## config.mk

```make
export PLATFORM = sky130hd
export DESIGN_NAME = spi_ram_ctrl_flat
export DESIGN_NICKNAME = d
export VERILOG_FILES = /design/src/rtl/spi_ram_ctrl_if.sv /design/src/rtl/spi_ram_ctrl.sv /design/src/flat_wrapper.sv
export SDC_FILE = /design/constraint.sdc
export NUM_CORES = 2
export LEC_CHECK = 0
export CAP_MARGIN = 20
export CORE_AREA = 2 2 392 394
export CTS_CLUSTER_SIZE = 28
export DETAILED_ROUTE_END_ITERATION = 16
export DIE_AREA = 0 0 394 396
export PLACE_DENSITY = 0.72
export SETUP_SLACK_MARGIN = 0.2
export SLEW_MARGIN = 5
export SYNTH_ARGS = -nofsm -noshare
export SYNTH_HDL_FRONTEND = slang
export SYNTH_SLANG_ARGS = --single-unit
```

## constraint.sdc

```tcl
create_clock -name clk -period 3.5 [get_ports clk]
set_clock_uncertainty 0.2 [all_clocks]
set_input_delay 0.525 -clock clk [delete_from_list [all_inputs] [get_ports clk]]
set_output_delay 0.525 -clock clk [all_outputs]
set_load 0.05 [all_outputs]
```

## src/rtl/spi_ram_ctrl_if.sv

```systemverilog
// Command/response bus between the SPI slave front-end and the RAM controller.
// master = SPI slave side (issues commands), slave = RAM controller.
interface spi_ram_ctrl_if;
  logic [9:0] din;
  logic       rx_valid;
  logic [7:0] dout;
  logic       tx_valid;
  logic       cmd_err;

  modport master (output din, rx_valid, input dout, tx_valid, cmd_err);
  modport slave  (input din, rx_valid, output dout, tx_valid, cmd_err);
endinterface

```

## src/rtl/spi_ram_ctrl.sv

```systemverilog
// Byte RAM behind an SPI slave: independent write/read address pointers,
// registered read data with a one-cycle tx_valid pulse, and rejection of bad commands.
module spi_ram_ctrl #(
  parameter int MEM_DEPTH = 256,
  parameter int ADDR_SIZE = 8,
  parameter bit AUTO_INC  = 1'b1
) (
  input logic          clk,
  input logic          rst_n,
  spi_ram_ctrl_if.slave bus
);
  typedef enum logic {NO_ADDR = 1'b0, ADDR_OK = 1'b1} addr_st_e;

  localparam logic [1:0] OP_WR_ADDR = 2'b00;
  localparam logic [1:0] OP_WR_DATA = 2'b01;
  localparam logic [1:0] OP_RD_ADDR = 2'b10;
  localparam logic [ADDR_SIZE-1:0] LAST = ADDR_SIZE'(MEM_DEPTH - 1);

  addr_st_e             wr_st_q, wr_st_d, rd_st_q, rd_st_d;
  logic [ADDR_SIZE-1:0] wr_addr_q, wr_addr_d, rd_addr_q, rd_addr_d;
  logic [7:0]           dout_q;
  logic                 tx_valid_q, cmd_err_q;
  logic [7:0]           mem [MEM_DEPTH];

  logic [1:0] op;
  logic [7:0] payload;
  logic       in_range;
  logic       wr_en, rd_en, rej;

  assign op       = bus.din[9:8];
  assign payload  = bus.din[7:0];
  assign in_range = {24'd0, payload} < 32'(MEM_DEPTH);

  // State register: both direction FSMs plus the registered response
  always_ff @(posedge clk or negedge rst_n) begin
    if (!rst_n) begin
      wr_st_q    <= NO_ADDR;
      rd_st_q    <= NO_ADDR;
      wr_addr_q  <= '0;
      rd_addr_q  <= '0;
      dout_q     <= 8'h00;
      tx_valid_q <= 1'b0;
      cmd_err_q  <= 1'b0;
    end else begin
      wr_st_q    <= wr_st_d;
      rd_st_q    <= rd_st_d;
      wr_addr_q  <= wr_addr_d;
      rd_addr_q  <= rd_addr_d;
      tx_valid_q <= rd_en;
      cmd_err_q  <= rej;
      if (rd_en) dout_q <= mem[rd_addr_q];
    end
  end

  // Contents survive reset; only one access can occur per cycle since one command arrives per cycle
  always_ff @(posedge clk) begin
    if (wr_en) mem[wr_addr_q] <= payload;
  end

  // Next-state: out-of-range address loads leave pointer and state untouched
  always_comb begin
    wr_st_d   = wr_st_q;
    rd_st_d   = rd_st_q;
    wr_addr_d = wr_addr_q;
    rd_addr_d = rd_addr_q;
    if (bus.rx_valid && in_range && op == OP_WR_ADDR) begin
      wr_st_d   = ADDR_OK;
      wr_addr_d = ADDR_SIZE'(payload);
    end
    if (bus.rx_valid && in_range && op == OP_RD_ADDR) begin
      rd_st_d   = ADDR_OK;
      rd_addr_d = ADDR_SIZE'(payload);
    end
    if (wr_en && AUTO_INC) wr_addr_d = (wr_addr_q == LAST) ? '0 : wr_addr_q + 1'b1;
    if (rd_en && AUTO_INC) rd_addr_d = (rd_addr_q == LAST) ? '0 : rd_addr_q + 1'b1;
  end

  // Outputs: accepted data accesses and rejections
  always_comb begin
    wr_en = 1'b0;
    rd_en = 1'b0;
    rej   = 1'b0;
    if (bus.rx_valid) begin
      case (op)
        OP_WR_ADDR, OP_RD_ADDR: rej = !in_range;
        OP_WR_DATA: begin
          wr_en = (wr_st_q == ADDR_OK);
          rej   = (wr_st_q != ADDR_OK);
        end
        default: begin
          rd_en = (rd_st_q == ADDR_OK);
          rej   = (rd_st_q != ADDR_OK);
        end
      endcase
    end
  end

  assign bus.dout     = dout_q;
  assign bus.tx_valid = tx_valid_q;
  assign bus.cmd_err  = cmd_err_q;
endmodule
```

## src/flat_wrapper.sv

```systemverilog
// flat-port wrapper written by rule: the top's interface ports become plain ports
module spi_ram_ctrl_flat 
#(
  parameter int MEM_DEPTH = 256,
  parameter int ADDR_SIZE = 8,
  parameter bit AUTO_INC  = 1'b1
)
  (clk, rst_n, bus_din, bus_rx_valid, bus_dout, bus_tx_valid, bus_cmd_err);
  spi_ram_ctrl_if bus_i ();
  input logic clk;
  input logic rst_n;
  input wire logic [$bits(bus_i.din)-1:0] bus_din;
  input wire logic [$bits(bus_i.rx_valid)-1:0] bus_rx_valid;
  output wire logic [$bits(bus_i.dout)-1:0] bus_dout;
  output wire logic [$bits(bus_i.tx_valid)-1:0] bus_tx_valid;
  output wire logic [$bits(bus_i.cmd_err)-1:0] bus_cmd_err;
  assign bus_i.din = bus_din;
  assign bus_i.rx_valid = bus_rx_valid;
  assign bus_dout = bus_i.dout;
  assign bus_tx_valid = bus_i.tx_valid;
  assign bus_cmd_err = bus_i.cmd_err;
  spi_ram_ctrl #(.MEM_DEPTH(MEM_DEPTH), .ADDR_SIZE(ADDR_SIZE), .AUTO_INC(AUTO_INC)) u_core (.clk(clk), .rst_n(rst_n), .bus(bus_i));
endmodule
```

==> results_dict.tcl <==
set metrics [dict create \
    overflow 0 \
    sw_frac_of_total_pct 26.6 \
    timing_worst_setup_path_type "flop to flop" \
    synthesis.nets 4178 \
    first_global_vias 42600 \
    endpoint_kind_of_the_worst_setup_timing_path "flop" \
    p_switching_mw 15.8 \
    tightest_slew_ps 1140 \
    yosys_register_bits 2076 \
    slew_headroom_pct 23.9 \
    final-max-slew-violation-count 0 \
    placementRows 143 \
    port-buffer-count 22 \
    numCtsBuffers 195 \
    cp.required_ps 4020 \
    post_drt_via_cell_ratio 6.39 \
    pwr_density_cell_nw_per_um2 633 \
    clock-root-buffer "sky130_fd_sc_hd__clkbuf_16" \
    timing.critical_path.from "u_core.rd_addr_q[0]" \
    insertion_delay_ps 850 \
    routed_wire_length_per_instance_um 30.1 \
    final_cell_area_sq_um 93700 \
    peakVddDrop_mv 0.601 \
    crit_path_max_incr_delay_ps 550 \
    grt_first_pass_wirelength_mm 296 \
    timing.fmax_mhz 303 \
    ys_warn_count 0 \
    detail-route-antenna-nets 0 \
    worst_r2r_endpoint "u_core.bus.dout[7]" \
    worst_r2r_startpoint "u_core.rd_addr_q[0]" \
    design.die.area_sq_um 156000 \
    totalNegativeSetupSlack_ps 0 \
    drc 0 \
    pwr-share-comb_pct 18.3 \
    run_status "finished clean" \
    detailedRoute.firstIterationViolations 6229 \
    clock_tree_from_tritoncts "yes" \
    power_frac_seq_pct 46.7 \
    detailedPlacementHpwl_mm 129 \
    fin_cells 6822 \
    power.internal_mw 43.5 \
    area_growth_pct 15.0 \
    async_set_reset_flop_share_out_of_synthesis_pct 1.35 \
    layout.cells.most_common_list "sky130_fd_sc_hd__edfxtp_1 (2,048), sky130_fd_sc_hd__buf_4 (441), sky130_fd_sc_hd__mux2i_1 (371)" \
    layout.cells.most_common "sky130_fd_sc_hd__edfxtp_1" \
    unrepaired_setup_endpoints_after_global_routing "yes" \
    total_routed_length_mm 206 \
    drive_above_1_share_pct 24.6 \
    cp.buffers_inverters 3 \
    power.static_leakage_nw 30.8 \
    finalNetCount 4645 \
    placement.cell_area_sq_um 87200 \
    detailroute.via_count 43600 \
    initial_utilization_pct 53.8 \
    globalRouteTotalUtil_pct 26.2 \
    critical_path_s_slowest_cell "sky130_fd_sc_hd__dfrtp_4" \
    antenna_found_initial 3 \
    cts_htree_levels 4 \
    timing.final.crit_share_pct 94.2 \
    min_period_ps 3300 \
    clock_power_share_pct 35.0 \
    worst_setup_hold_path_clk_slew_ps 70 \
    clock_sinks 2076 \
    finalHoldViolCount 0 \
    hp-class "input port to flop" \
    critical_path.cell_chain "buf_12, buf_16, nor2b_2, buf_4, a22oi_1, nand3_1, nand4_1, a221oi_2, nand3_1, a211o_1" \
    total_area_of_multi_input_combinational_cells_sq_um 17800 \
    ctsLongestPathBuffers 3 \
    synthesis.area_sq_um 81500 \
    grt_max_degree 140 \
    io_pins 23 \
    timing.critical_path.mode_cell "sky130_fd_sc_hd__nand3_1" \
    final_report_setup_violation_count 0 \
    globalplace.congestion 0.958 \
    first_pass_iters 6 \
    fillerInstances 10300 \
    synth_enable_flop_cells 2048 \
    placedCellCount 6452 \
    final_core_utilization_pct 61.8 \
    floorplan.die.height_um 396 \
    netlist-cell-type-count 64 \
    critPathTopFamily "simple AND/OR/NAND/NOR gates" \
    ff2ff_path_depth 10 \
    post_synth_top_flop "sky130_fd_sc_hd__edfxtp_1" \
    die_x_um 394 \
    core_area_sq_um 152000 \
    critical_path.max_fanout 25 \
    synth_cells 4160 \
    synth-seq-area-share_pct 76.3 \
    ff_latch_area_sq_um 62200 \
    timing.critical_path.to "u_core.bus.dout[7]" \
    internal_reg_to_reg_setup_slack_ps 200 \
    timing.critical_path.depth 10 \
    syn-mean-instance-area_sq_um 19.6 \
    crit_path_start_kind "flop" \
    timing.critical_path.arrival_ps 3820 \
    cap_viol_max_count 0 \
    min_from "bus_din[7]" \
]
registers in the layout (all words and copies together), names as in the netlist:
| register | count |
|---|---|
| u_core.mem | 2048 |
| u_core.bus.dout | 8 |
| u_core.rd_addr_q | 8 |
| u_core.wr_addr_q | 8 |
| u_core.bus.cmd_err | 1 |
| u_core.bus.tx_valid | 1 |
| u_core.rd_st_q | 1 |
| u_core.wr_st_q | 1 |
worst min path at each step:
stage	endpoint	slack (ps)	cells past startpoint
finish	u_core.mem[149][7]	100	1
global route	u_core.mem[148][7]	120	1
CTS	u_core.bus.cmd_err	90	2
detailed placement	u_core.wr_st_q	240	1
global placement	u_core.wr_st_q	250	1
floorplan	u_core.bus.cmd_err	30	0
layer usage:
| metal | vias up | GRT usage [%] | share of wire [%] |
|---|---|---|---|
| li1 | 18000 | - | - |
| met1 | 22500 | 36.3 | 38 |
| met2 | 2623 | 41.1 | 48 |
| met3 | 419 | 5.62 | 11 |
| met4 | 0 | 10.5 | 4.0 |
| met5 | - | 0 | 0 |
power by group through the flow:
stage	Sequential, mW	Combinational (mW)	Clock, mW
global route	27.7	11.3	21.9
finish	27.7	10.9	20.7
floorplan	28.2	6.75	0
detailed placement	28.2	10.6	0
global placement	28.2	10.5	0
CTS	27.7	10.7	20.9
cells in the mapped netlist (6+ instances only):
cell | count | area, sq um
sky130_fd_sc_hd__a211oi_1 | 15 | 113
sky130_fd_sc_hd__buf_2 | 62 | 310
sky130_fd_sc_hd__o221ai_1 | 49 | 429
sky130_fd_sc_hd__a21o_1 | 7 | 52.6
sky130_fd_sc_hd__a221o_1 | 7 | 70.1
sky130_fd_sc_hd__buf_6 | 35 | 394
sky130_fd_sc_hd__clkbuf_1 | 111 | 417
sky130_fd_sc_hd__nand2b_1 | 13 | 81.3
sky130_fd_sc_hd__nor2_1 | 333 | 1250
sky130_fd_sc_hd__o211a_1 | 6 | 60.1
sky130_fd_sc_hd__a31oi_1 | 22 | 138
sky130_fd_sc_hd__edfxtp_1 | 2048 | 61500
sky130_fd_sc_hd__o21a_1 | 6 | 45.0
sky130_fd_sc_hd__nand2_1 | 120 | 450
sky130_fd_sc_hd__a221oi_1 | 20 | 175
sky130_fd_sc_hd__nand3_1 | 73 | 365
sky130_fd_sc_hd__buf_12 | 6 | 120
sky130_fd_sc_hd__o2111ai_1 | 7 | 61.3
sky130_fd_sc_hd__o22ai_1 | 95 | 594
sky130_fd_sc_hd__inv_1 | 6 | 22.5
sky130_fd_sc_hd__mux4_2 | 351 | 7910
sky130_fd_sc_hd__nor2b_1 | 23 | 144
sky130_fd_sc_hd__nor4_1 | 7 | 43.8
sky130_fd_sc_hd__o21ai_1 | 6 | 30.0
sky130_fd_sc_hd__a22oi_1 | 68 | 510
sky130_fd_sc_hd__dfrtp_1 | 28 | 701
sky130_fd_sc_hd__or2_2 | 8 | 50.1
sky130_fd_sc_hd__mux2i_1 | 371 | 3710
sky130_fd_sc_hd__o211ai_1 | 7 | 52.6
sky130_fd_sc_hd__nor3_1 | 20 | 100
sky130_fd_sc_hd__buf_4 | 25 | 188
sky130_fd_sc_hd__o21ai_0 | 33 | 165
sky130_fd_sc_hd__a21oi_1 | 68 | 340
sky130_fd_sc_hd__nand4_1 | 14 | 87.6
sky130_fd_sc_hd__buf_1 | 12 | 45.0
layout make-up:
| class | count | share of cell area (%) |
|---|---|---|
| clock buffers | 244 | 5.53 |
| repair buffers | 527 | 5.16 |
| diodes | 3 | 0.00801 |
| flip-flops and latches | 2076 | 66.4 |
| inverters | 9 | 0.0387 |
| multi-input cells | 1818 | 19.0 |
| clock inverters | 115 | 1.16 |
| well taps | 2030 | 2.71 |
cell families (layout without fill, tap and decap cells):
| group | Yosys count | after routing | share of synthesized area [%] |
|---|---|---|---|
| adders and majority gates | 5 | 5 | 0.0768 |
| other | 0 | 3 | 0 |
| and+or+nand+nor | 629 | 629 | 3.31 |
| muxes | 729 | 729 | 14.4 |
| AOI/OAI and AO/OA | 455 | 455 | 3.90 |
| buffers and inverters | 266 | 895 | 1.94 |
| DFF | 2076 | 2076 | 76.3 |
metrics by stage:
stage,power (mW),setup slack [ps],hold slack (ps)
after floorplan,34.9,866,29.4
after global placement,38.7,-166,248
after detailed placement,38.8,-225,244
after CTS,59.3,124,85.9
after global routing,60.9,177,121
final,59.3,203,103
repair_timing:
item | CTS | global route
pin swaps | 4 | 7
endpoints found under the setup margin | 5 | 6
gates resized for setup | 6 | 10
gates cloned | 0 | 1
hold buffers | 1 | 0
buffers inserted | 0 | 5
hold endpoints to repair | 28 | 0
Power figures use the tool's default switching activity.
